[src/rtl/window_reader_pkg.sv]
// Shared definitions for window_reader: FSM state encoding, output FIFO sizing
// and the FIFO pointer increment helper.
package window_reader_pkg;

    typedef enum logic [1:0] {
        IDLE  = 2'd0,
        RUN   = 2'd1,
        DRAIN = 2'd2
    } state_t;

    localparam int unsigned FIFO_DEPTH = 2;
    localparam int unsigned FIFO_PTR_W = (FIFO_DEPTH > 1) ? $clog2(FIFO_DEPTH) : 1;
    localparam int unsigned FIFO_OCC_W = $clog2(FIFO_DEPTH + 1);

    function automatic logic [FIFO_PTR_W-1:0] fifo_ptr_inc(input logic [FIFO_PTR_W-1:0] p);
        return (p == FIFO_PTR_W'(FIFO_DEPTH - 1)) ? '0 : p + FIFO_PTR_W'(1);
    endfunction

endpackage

[src/rtl/window_fifo.sv]
// Small valid/ready FIFO holding complete windows (three words packed together).
// Read data comes straight from storage, so it stays put while the head is stalled.
module window_fifo
    import window_reader_pkg::*;
#(
    parameter int unsigned DW = 96
) (
    input  logic                  clk,
    input  logic                  rst,
    input  logic                  in_valid,
    input  logic [DW-1:0]         in_data,
    output logic                  out_valid,
    input  logic                  out_ready,
    output logic [DW-1:0]         out_data,
    output logic [FIFO_OCC_W-1:0] occupancy
);

    logic [DW-1:0]         mem [FIFO_DEPTH];
    logic [FIFO_PTR_W-1:0] rd_ptr;
    logic [FIFO_PTR_W-1:0] wr_ptr;
    logic [FIFO_OCC_W-1:0] occ;
    logic                  push;
    logic                  pop;

    assign pop  = out_valid && out_ready;
    assign push = in_valid && ((occ != FIFO_OCC_W'(FIFO_DEPTH)) || pop);

    always_ff @(posedge clk or posedge rst) begin
        if (rst) begin
            for (int unsigned i = 0; i < FIFO_DEPTH; i++) begin
                mem[i] <= '0;
            end
            rd_ptr <= '0;
            wr_ptr <= '0;
            occ    <= '0;
        end else begin
            if (push) begin
                mem[wr_ptr] <= in_data;
                wr_ptr      <= fifo_ptr_inc(wr_ptr);
            end
            if (pop) begin
                rd_ptr <= fifo_ptr_inc(rd_ptr);
            end
            case ({push, pop})
                2'b10:   occ <= occ + FIFO_OCC_W'(1);
                2'b01:   occ <= occ - FIFO_OCC_W'(1);
                default: occ <= occ;
            endcase
        end
    end

    assign out_valid = (occ != '0);
    assign out_data  = mem[rd_ptr];
    assign occupancy = occ;

endmodule

[src/rtl/window_reader.sv]
// Issues three-word sliding-window reads to a RAM and streams the windows out.
// Optional feature: define WINDOW_READER_STALL_CNT_EN to enable the stall_cycles counter.
module window_reader
    import window_reader_pkg::*;
#(
    parameter int unsigned WIDTH      = 32,
    parameter int unsigned DEPTH      = 16,
    parameter int unsigned ADDR_WIDTH = $clog2(DEPTH)
) (
    input  logic                  clk,
    input  logic                  rst,
    input  logic                  start,
    input  logic [ADDR_WIDTH:0]   base_addr,
    input  logic [ADDR_WIDTH:0]   count,
    output logic                  busy,
    output logic                  done,
    output logic [ADDR_WIDTH:0]   raddr_0,
    output logic [ADDR_WIDTH:0]   raddr_1,
    output logic [ADDR_WIDTH:0]   raddr_2,
    input  logic [WIDTH-1:0]      rdata_0,
    input  logic [WIDTH-1:0]      rdata_1,
    input  logic [WIDTH-1:0]      rdata_2,
    output logic                  out_valid,
    input  logic                  out_ready,
    output logic [WIDTH-1:0]      out_data_0,
    output logic [WIDTH-1:0]      out_data_1,
    output logic [WIDTH-1:0]      out_data_2,
    output logic [15:0]           stall_cycles
);

    localparam logic [ADDR_WIDTH:0] DEPTH_A = (ADDR_WIDTH + 1)'(DEPTH);
    localparam logic [ADDR_WIDTH:0] ONE_A   = (ADDR_WIDTH + 1)'(1);

    state_t                  state;
    state_t                  next_state;
    logic [ADDR_WIDTH-1:0]   addr_q;
    logic [ADDR_WIDTH:0]     count_q;
    logic [ADDR_WIDTH:0]     issued_q;
    logic                    inflight_q;
    logic                    done_q;
    logic                    accept_start;
    logic                    zero_job;
    logic                    issue;
    logic                    last_issue;
    logic                    last_accept;
    logic                    pop;
    logic [FIFO_OCC_W-1:0]   occ;
    logic [FIFO_OCC_W:0]     slots_used;
    logic [3*WIDTH-1:0]      fifo_data;

    function automatic logic [ADDR_WIDTH-1:0] wrap_add(input logic [ADDR_WIDTH-1:0] a,
                                                       input logic [1:0]            k);
        logic [ADDR_WIDTH:0] s;
        s = {1'b0, a} + (ADDR_WIDTH + 1)'(k);
        if (s >= DEPTH_A) begin
            s = s - DEPTH_A;
        end
        return s[ADDR_WIDTH-1:0];
    endfunction

    function automatic logic [ADDR_WIDTH-1:0] mod_depth(input logic [ADDR_WIDTH:0] a);
        logic [ADDR_WIDTH:0] r;
        r = a % DEPTH_A;
        return r[ADDR_WIDTH-1:0];
    endfunction

    always_ff @(posedge clk or posedge rst) begin
        if (rst) begin
            state <= IDLE;
        end else begin
            state <= next_state;
        end
    end

    always_comb begin
        next_state = state;
        case (state)
            IDLE:    if (start && (count != '0)) next_state = RUN;
            RUN:     if (last_issue)             next_state = DRAIN;
            DRAIN:   if (last_accept)            next_state = IDLE;
            default:                             next_state = IDLE;
        endcase
    end

    // A read may issue only while the FIFO entries plus the read still in flight,
    // after this cycle's pop, leave a free slot for the returning data.
    always_comb begin
        pop          = out_valid && out_ready;
        slots_used   = (FIFO_OCC_W + 1)'(occ) + (FIFO_OCC_W + 1)'(inflight_q)
                     - (FIFO_OCC_W + 1)'(pop);
        busy         = (state != IDLE);
        accept_start = (state == IDLE) && start;
        zero_job     = accept_start && (count == '0);
        issue        = (state == RUN) && (slots_used < (FIFO_OCC_W + 1)'(FIFO_DEPTH));
        last_issue   = issue && ((issued_q + ONE_A) == count_q);
        last_accept  = (state == DRAIN) && pop && !inflight_q
                     && (occ == FIFO_OCC_W'(1));
    end

    always_ff @(posedge clk or posedge rst) begin
        if (rst) begin
            addr_q     <= '0;
            count_q    <= '0;
            issued_q   <= '0;
            inflight_q <= 1'b0;
            done_q     <= 1'b0;
            raddr_0    <= '0;
            raddr_1    <= '0;
            raddr_2    <= '0;
        end else begin
            done_q     <= zero_job || last_accept;
            inflight_q <= issue;
            if (accept_start) begin
                addr_q   <= mod_depth(base_addr);
                count_q  <= count;
                issued_q <= '0;
            end else if (issue) begin
                raddr_0  <= {1'b0, addr_q};
                raddr_1  <= {1'b0, wrap_add(addr_q, 2'd1)};
                raddr_2  <= {1'b0, wrap_add(addr_q, 2'd2)};
                addr_q   <= wrap_add(addr_q, 2'd1);
                issued_q <= issued_q + ONE_A;
            end
        end
    end

    assign done = done_q;

    window_fifo #(
        .DW (3 * WIDTH)
    ) u_window_fifo (
        .clk       (clk),
        .rst       (rst),
        .in_valid  (inflight_q),
        .in_data   ({rdata_2, rdata_1, rdata_0}),
        .out_valid (out_valid),
        .out_ready (out_ready),
        .out_data  (fifo_data),
        .occupancy (occ)
    );

    assign out_data_0 = fifo_data[WIDTH-1:0];
    assign out_data_1 = fifo_data[2*WIDTH-1:WIDTH];
    assign out_data_2 = fifo_data[3*WIDTH-1:2*WIDTH];

`ifdef WINDOW_READER_STALL_CNT_EN
    logic [15:0] stall_q;

    always_ff @(posedge clk or posedge rst) begin
        if (rst) begin
            stall_q <= '0;
        end else if (accept_start) begin
            stall_q <= '0;
        end else if (out_valid && !out_ready && (stall_q != '1)) begin
            stall_q <= stall_q + 16'd1;
        end
    end

    assign stall_cycles = stall_q;
`else
    assign stall_cycles = '0;
`endif

endmodule

[config.mk]
export PLATFORM = sky130hd
export DESIGN_NAME = window_reader
export DESIGN_NICKNAME = d
export VERILOG_FILES = /design/src/rtl/window_reader_pkg.sv /design/src/rtl/window_fifo.sv /design/src/rtl/window_reader.sv
export SDC_FILE = /design/constraint.sdc
export NUM_CORES = 1
export LEC_CHECK = 0
export ABC_AREA = 1
export BUFFER_PORTS_ARGS = -buffer_cell sky130_fd_sc_hd__buf_4
export CAP_MARGIN = 25
export CORE_MARGIN = 3
export CORE_UTILIZATION = 35
export DETAILED_ROUTE_END_ITERATION = 6
export GPL_TIMING_DRIVEN = 0
export HOLD_SLACK_MARGIN = 0.15
export PLACE_DENSITY = 0.61
export SLEW_MARGIN = 20
export SYNTH_ARGS = -nofsm -noshare
export SYNTH_HDL_FRONTEND = slang
export SYNTH_SLANG_ARGS = --single-unit
[constraint.sdc]
create_clock -name clk -period 9.8 [get_ports clk]
set_clock_uncertainty 0.15 [all_clocks]
set_input_delay 0.49 -clock clk [delete_from_list [all_inputs] [get_ports clk]]
set_output_delay 0.49 -clock clk [all_outputs]
set_load 0.02 [all_outputs]
==> results of run 1 <==
==> path summary, 6_finish.rpt <==
kind,slack (ns),end,start,cells after the start
setup / recovery,6.64,out_data_0[6],u_window_fifo.rd_ptr,6
hold / removal,0.32,raddr_1[2],raddr_1[2],2
setup reg to reg,6.65,raddr_0[2],u_window_fifo.occupancy[1],14
hold reg to reg,0.32,raddr_1[2],raddr_1[2],2
max in group asynchronous,8.29,inflight_q,rst,4
min in group asynchronous,0.38,u_window_fifo.mem[33],rst,3
==> worst max-delay path, cell delays in order (launching register included) <==
cell      delay [ns]
dfrtp_1         0.31
buf_2           0.21
clkbuf_1        0.59
buf_1           0.49
nand2_1         0.12
nand2_1         0.13
buf_4           0.15
==> kinds of logic (layout without fill, tap and decap cells) <==
group | count (synthesis) | after routing | synth area share (%)
AOI/OAI and AO/OA | 210 | 210 | 13.1
xor gates and xnor gates | 5 | 5 | 0.418
adders and majority gates | 9 | 9 | 1.15
buffers and inverters | 212 | 585 | 10.2
DFF | 225 | 225 | 53.7
other | 1 | 19 | 0.0358
and+or+nand+nor | 579 | 579 | 21.4
==> where the power goes <==
part | leakage (nW) | switching [mW] | internal [mW]
Combinational | 4.61 | 1.50 | 0.956
Sequential | 2.82 | 0.234 | 1.36
Clock | 0.418 | 0.377 | 0.583
==> per-stage QoR <==
stage	hold slack (ns)	power, mW	area, um2
after CTS	0.331	5.08	14700
after global routing	0.343	5.42	14700
after detailed placement	0.316	4.06	12700
after global placement	0.311	4.02	12700
after floorplan	0.303	3.14	10600
final	0.324	5.01	14700
==> what timing repair did <==
action	in CTS	in global routing
hold endpoints to repair	243	0
hold buffers	108	0
buffers inserted	0	0
==> cell usage in the layout, fill, tap and decap left out, types with 2 or more instances in the layout <==
master,Yosys,layout
inv_2,5,5
nand4_1,2,2
buf_4,20,239
buf_2,8,8
clkinv_2,0,2
bufinv_16,0,2
nand3_1,12,12
nand2_1,538,538
buf_16,0,2
dfrtp_1,225,225
buf_6,11,11
clkbuf_1,29,35
o21ai_2,84,84
o22ai_1,3,3
buf_8,9,9
xor2_1,2,2
o211ai_1,3,3
buf_1,8,8
xnor2_1,3,3
clkbuf_16,0,26
dlygate4sd3_1,0,108
nand2_2,13,13
nor2_1,9,9
conb_1,1,19
o21ai_0,114,114
ha_1,8,8
clkbuf_8,0,6
inv_1,121,120
o21ai_1,6,6
==> final cells by class <==
cell class	instances	area, um2
flip-flops and latches	225	5630
multi-input cells	822	3860
inverters	126	480
clock buffers	38	756
clock inverters	6	95.1
repair buffers	329	2780
plain buffers	86	593
well taps	384	480
fillers	2784	14400
==> flip-flops by register name (all words and copies together) (netlist names) <==
register,count
u_window_fifo.occupancy,2
u_window_fifo.rd_ptr,1
raddr_0,3
u_window_fifo.wr_ptr,1
addr_q,4
issued_q,5
raddr_2,4
inflight_q,1
state,2
u_window_fifo.mem,192
done,1
count_q,5
raddr_1,4
==> per-layer routing <==
| layer | routed length [um] | part of all wire [%] | track usage, % | up-vias |
|---|---|---|---|---|
| met1 | 12900 | 43 | 24.7 | 4283 |
| met2 | 14600 | 49 | 31.6 | 243 |
| li1 | - | - | - | 4539 |
| met3 | 1480 | 5.0 | 2.48 | 45 |
| met4 | 734 | 2.5 | 5.06 | 0 |
| met5 | 0 | 0 | 0 | - |
==> flow_summary.json, run 1 <==
{
  "ys_ff_latch": 225,
  "dieWidth_um": 179,
  "syn-instance-count": 1241,
  "avgSynthCellArea_um2": 8.45,
  "worstPathArrival_ns": 2.52,
  "post-route-drc-count": 0,
  "pre_cts_slack_ns": 6.66,
  "hold_viol": 0,
  "wire_per_inst_um": 14.7,
  "netlist.area_leader.share_pct": 53.7,
  "final_util_pct": 50.4,
  "clock_sinks": 225,
  "outcome": "finished, final reports clean",
  "grt_pass1_vias": 9225,
  "ys_top_cells_by_count": "nand2_1, dfrtp_1, inv_1, o21ai_0, o21ai_2",
  "drtIter0Drc": 497,
  "leakage_nw": 7.84,
  "worstSkewPairLatency_ns": 0.53,
  "synth_area_leaders": "dfrtp_1, nand2_1, o21ai_2, o21ai_0, inv_1",
  "vias_per_cell": 4.52,
  "port_buffers": 219,
  "fin_ws_ns": 6.64,
  "post_cts_resized": 0,
  "ir_worst_vdd_mv": 0.186,
  "drt.antenna.violating_nets": 0,
  "antenna_found_initial": 0,
  "rsz0062_at_grt": "false",
  "routed_wirelength_mm": 29.7,
  "yosysUniqueCellTypes": 30,
  "globalplace.congestion": 0.760,
  "critPathKind": "reg -> out",
  "synthFlopType": "dfrtp_1",
  "synth_top_cell_by_area": "dfrtp_1",
  "rows": 62,
  "fin_nets": 1735,
  "clkTransAtPathRegs_ns": 0.06,
  "coreArea_mm2": 0.0291,
  "layout-drive-gt1-share_pct": 25.3,
  "start_util_pct": 36.0,
  "die_h_um": 179,
  "fmax_mhz": 316,
  "start_kind": "register",
  "min_period_ns": 3.16,
  "diodes": 0,
  "syn2layout_area_growth_pct": 39.9,
  "cts_buffers": 26,
  "period_share_pct": 32.3,
  "p_per_area_mw_per_mm2": 342,
  "die_area_mm2": 0.0321,
  "htreeDepth": 1,
  "yosysMostFrequentCell": "nand2_1",
  "groute.usage.overall_pct": 18.5,
  "cts_buffer_depth": 3,
  "async_flop_share_pct": 100,
  "hold_path.class": "reg -> reg",
  "cp_max_fo": 10,
  "overflow": 0,
  "grt_pass1_wl_mm": 47.5,
  "dp_hpwl_mm": 19.6,
  "dp_cells": 1864,
  "grt_max_degree": 102,
  "maxCapViolCount": 0,
  "cts-root-buf": "clkbuf_16",
  "synth_edf_count": 0,
  "num_vias": 9110,
  "worst_pin_slew_ns": 0.729,
  "cts_tree": "built",
  "ys_seq_area_share_pct": 53.7,
  "syn_area_mm2": 0.0105,
  "slew_headroom_pct": 51.4,
  "worstPathRequired_ns": 9.16,
  "ys.warnings.count": 0,
  "num_io_pins": 240,
  "maxSlewViolCount": 0,
  "finalSetupViolCount": 0,
  "layout.cells.non_filler": 2016,
  "drt_pass1_iterations": 5,
  "setup_tns_ns": 0,
  "end_kind": "primary output"
}
Note: power is estimated with default switching activity, not from simulation.
==> run 2: changes to the inputs <==
==> constraint.sdc (replaced) <==
create_clock -name clk -period 3.3 [get_ports clk]
set_clock_uncertainty 0.15 [all_clocks]
set_input_delay 0.165 -clock clk [delete_from_list [all_inputs] [get_ports clk]]
set_output_delay 0.165 -clock clk [all_outputs]
set_load 0.02 [all_outputs]
==> run 2 against run 1 <==
  * Clock power rose to 3.2 times the previous value
  * Clock-buffer cell count is 1 higher
  * Die area unchanged
  * Hold slack got worse by 0.027 ns
  * Sequential power grew to 3.0 times the previous value
  * Cell area grew 1.9%
  * Utilization increased by 0.96 points
  * Flip-flop and latch count unchanged
  * Setup slack got worse by 6.4 ns
  * Critical path type is now reg -> reg
  * Critical endpoint is now issued_q[4]
==> flow_summary.json, run 2 (synthesized netlist as in run 1, its figures left out) <==
{
  "p_per_area_mw_per_mm2": 1020,
  "num_vias": 9159,
  "drt_pass1_iterations": 5,
  "slowest_stage": "fa_1",
  "pwr-share-clk_pct": 20.5,
  "cp_max_fo": 10,
  "clkTransAtPathRegs_ns": 0.06,
  "clock_sinks": 225,
  "largest-register": "u_window_fifo.mem",
  "hold_depth": 4,
  "hold_viol": 0,
  "dieWidth_um": 179,
  "die_area_mm2": 0.0321,
  "num_io_pins": 240,
  "maxCapViolCount": 0,
  "cts_tree": "built",
  "layout_commonest_cell": "nand2_1",
  "port_buffers": 219,
  "min_period_ns": 3.03,
  "cts-root-buf": "clkbuf_16",
  "biggestRegsByFlops": "u_window_fifo.mem x192, count_q x5, issued_q x5",
  "setup_tns_ns": 0,
  "start_kind": "register",
  "critPathMaxStageDelay_ns": 0.48,
  "r2r_end": "issued_q[4]",
  "power.switching_mw": 6.29,
  "final_cell_mix": "nand2_1, buf_4, dfrtp_1",
  "groute.usage.overall_pct": 18.4,
  "cts_buffer_depth": 3,
  "globalplace.congestion": 0.757,
  "crit_chain": "inv_1 > ha_1 > inv_2 > nand2_4 > inv_1 > ha_1 > inv_1 > nand2_1 > fa_1 > nand3_1 > nor2_4 > inv_2 > clkbuf_1 > o22ai_1",
  "wire_per_inst_um": 14.6,
  "holdPathEnd": "addr_q[3]",
  "cp_top_family": "adder cells",
  "overflow": 0,
  "final_util_pct": 51.4,
  "drt.antenna.violating_nets": 0,
  "drtIter0Drc": 479,
  "routed_wirelength_mm": 29.7,
  "antenna_found_initial": 0,
  "power_frac_seq_pct": 31.1,
  "critPathKind": "reg -> reg",
  "netSwitchingFraction_pct": 41.4,
  "coreArea_mm2": 0.0291,
  "die_h_um": 179,
  "rsz0062_at_grt": "false",
  "largest_register_ffs": 192,
  "cts_buffers": 26,
  "maxSlewViolCount": 0,
  "crit_buf_inv": 6,
  "diodes": 0,
  "vias_per_cell": 4.50,
  "syn2layout_area_growth_pct": 42.6,
  "finalSetupViolCount": 0,
  "grt_pass1_vias": 9255,
  "grt_pass1_wl_mm": 47.5,
  "worstSkewPairLatency_ns": 0.51,
  "slew_headroom_pct": 55.6,
  "worstPathArrival_ns": 3.31,
  "reg2reg_depth": 14,
  "dp_hpwl_mm": 19.8,
  "outcome": "finished, final reports clean",
  "reg2reg_slack_ns": 0.27,
  "htreeDepth": 1,
  "crit_cells": 14,
  "leakage_nw": 7.96,
  "fin_nets": 1749,
  "start_util_pct": 36.0,
  "rows": 62,
  "post-route-drc-count": 0,
  "end_kind": "register",
  "min_from": "base_addr[3]",
  "grt_max_degree": 33,
  "worstPathRequired_ns": 3.57,
  "reg2reg_from": "u_window_fifo.occupancy[1]",
  "p_int_mw": 8.91,
  "layout-drive-gt1-share_pct": 25.7,
  "fill_cells": 2782,
  "fmax_mhz": 330,
  "period_share_pct": 91.9,
  "hold_path.class": "in -> reg",
  "combPwrFrac_pct": 48.4,
  "ir_worst_vdd_mv": 0.632,
  "cp_common_cell": "inv_1",
  "worst_pin_slew_ns": 0.666
}
run 2: how the worst max path moves through the flow:
| stage | slack, ns | endpoint | start |
|---|---|---|---|
| after floorplan | 0.05 | addr_q[0] | rst |
| after global placement | -1.47 | u_window_fifo.mem[38] | rst |
| after detailed placement | 0.14 | issued_q[4] | u_window_fifo.occupancy[1] |
| after CTS | 0.12 | issued_q[4] | u_window_fifo.occupancy[1] |
| after global routing | 0.02 | issued_q[4] | u_window_fifo.occupancy[1] |
| final | 0.27 | issued_q[4] | u_window_fifo.occupancy[1] |
run 2: power by group through the flow:
stage               Clock, mW  Combinational [mW]  Sequential, mW
floorplan                   0                4.63            4.70
global placement            0                7.19            4.73
detailed placement          0                7.30            4.76
CTS                      3.19                7.46            4.73
global route             3.28                8.20            4.90
finish                   3.11                7.36            4.73
run 2: timing repair:
| action | CTS | global route |
|---|---|---|
| gates resized for setup | 0 | 1 |
| hold buffers | 117 | 0 |
| endpoints found under the hold margin | 293 | 0 |
| buffers inserted | 0 | 0 |
| setup endpoints to repair | 0 | 15 |
run 2: per-stage QoR:
| stage | std cells | hold WS [ns] | total power, mW | setup WS (ns) | cell area, um2 |
|---|---|---|---|---|---|
| after floorplan | 1259 | 0.125 | 9.33 | 0.0470 | 10600 |
| after global placement | 1862 | 0.237 | 11.9 | -1.47 | 12700 |
| after detailed placement | 1869 | 0.140 | 12.1 | 0.144 | 12800 |
| after CTS | 2034 | 0.271 | 15.4 | 0.118 | 14900 |
| after global routing | 2034 | 0.312 | 16.4 | 0.0229 | 15000 |
| final | 2034 | 0.297 | 15.2 | 0.267 | 15000 |
run 2: cell type report:
class	count	area, um2	share of cell area, %
sequential	225	5630	37.7
multi-input combinational	822	3860	25.8
timing repair buffer	343	2960	19.8
clock buffer	39	801	5.36
buffer	86	593	3.97
tap	384	480	3.21
inverter	126	477	3.19
clock inverter	9	145	0.971
run 2: worst reg2reg max path, delay by kind of cell (launching register included):
family / cells / cell delay (ns)
flops: 1 / 0.45
fa+ha+maj: 3 / 0.94
buf+inv: 6 / 0.61
compound gates: 1 / 0.24
simple gates: 4 / 0.55
run 2: per-layer routing:
metal | up-vias | part of all wire [%] | global-route usage, %
li1 | 4576 | - | -
met1 | 4305 | 43 | 24.3
met2 | 229 | 49 | 31.3
met3 | 49 | 4.7 | 2.77
met4 | 0 | 3.0 | 5.55
met5 | - | 0 | 0
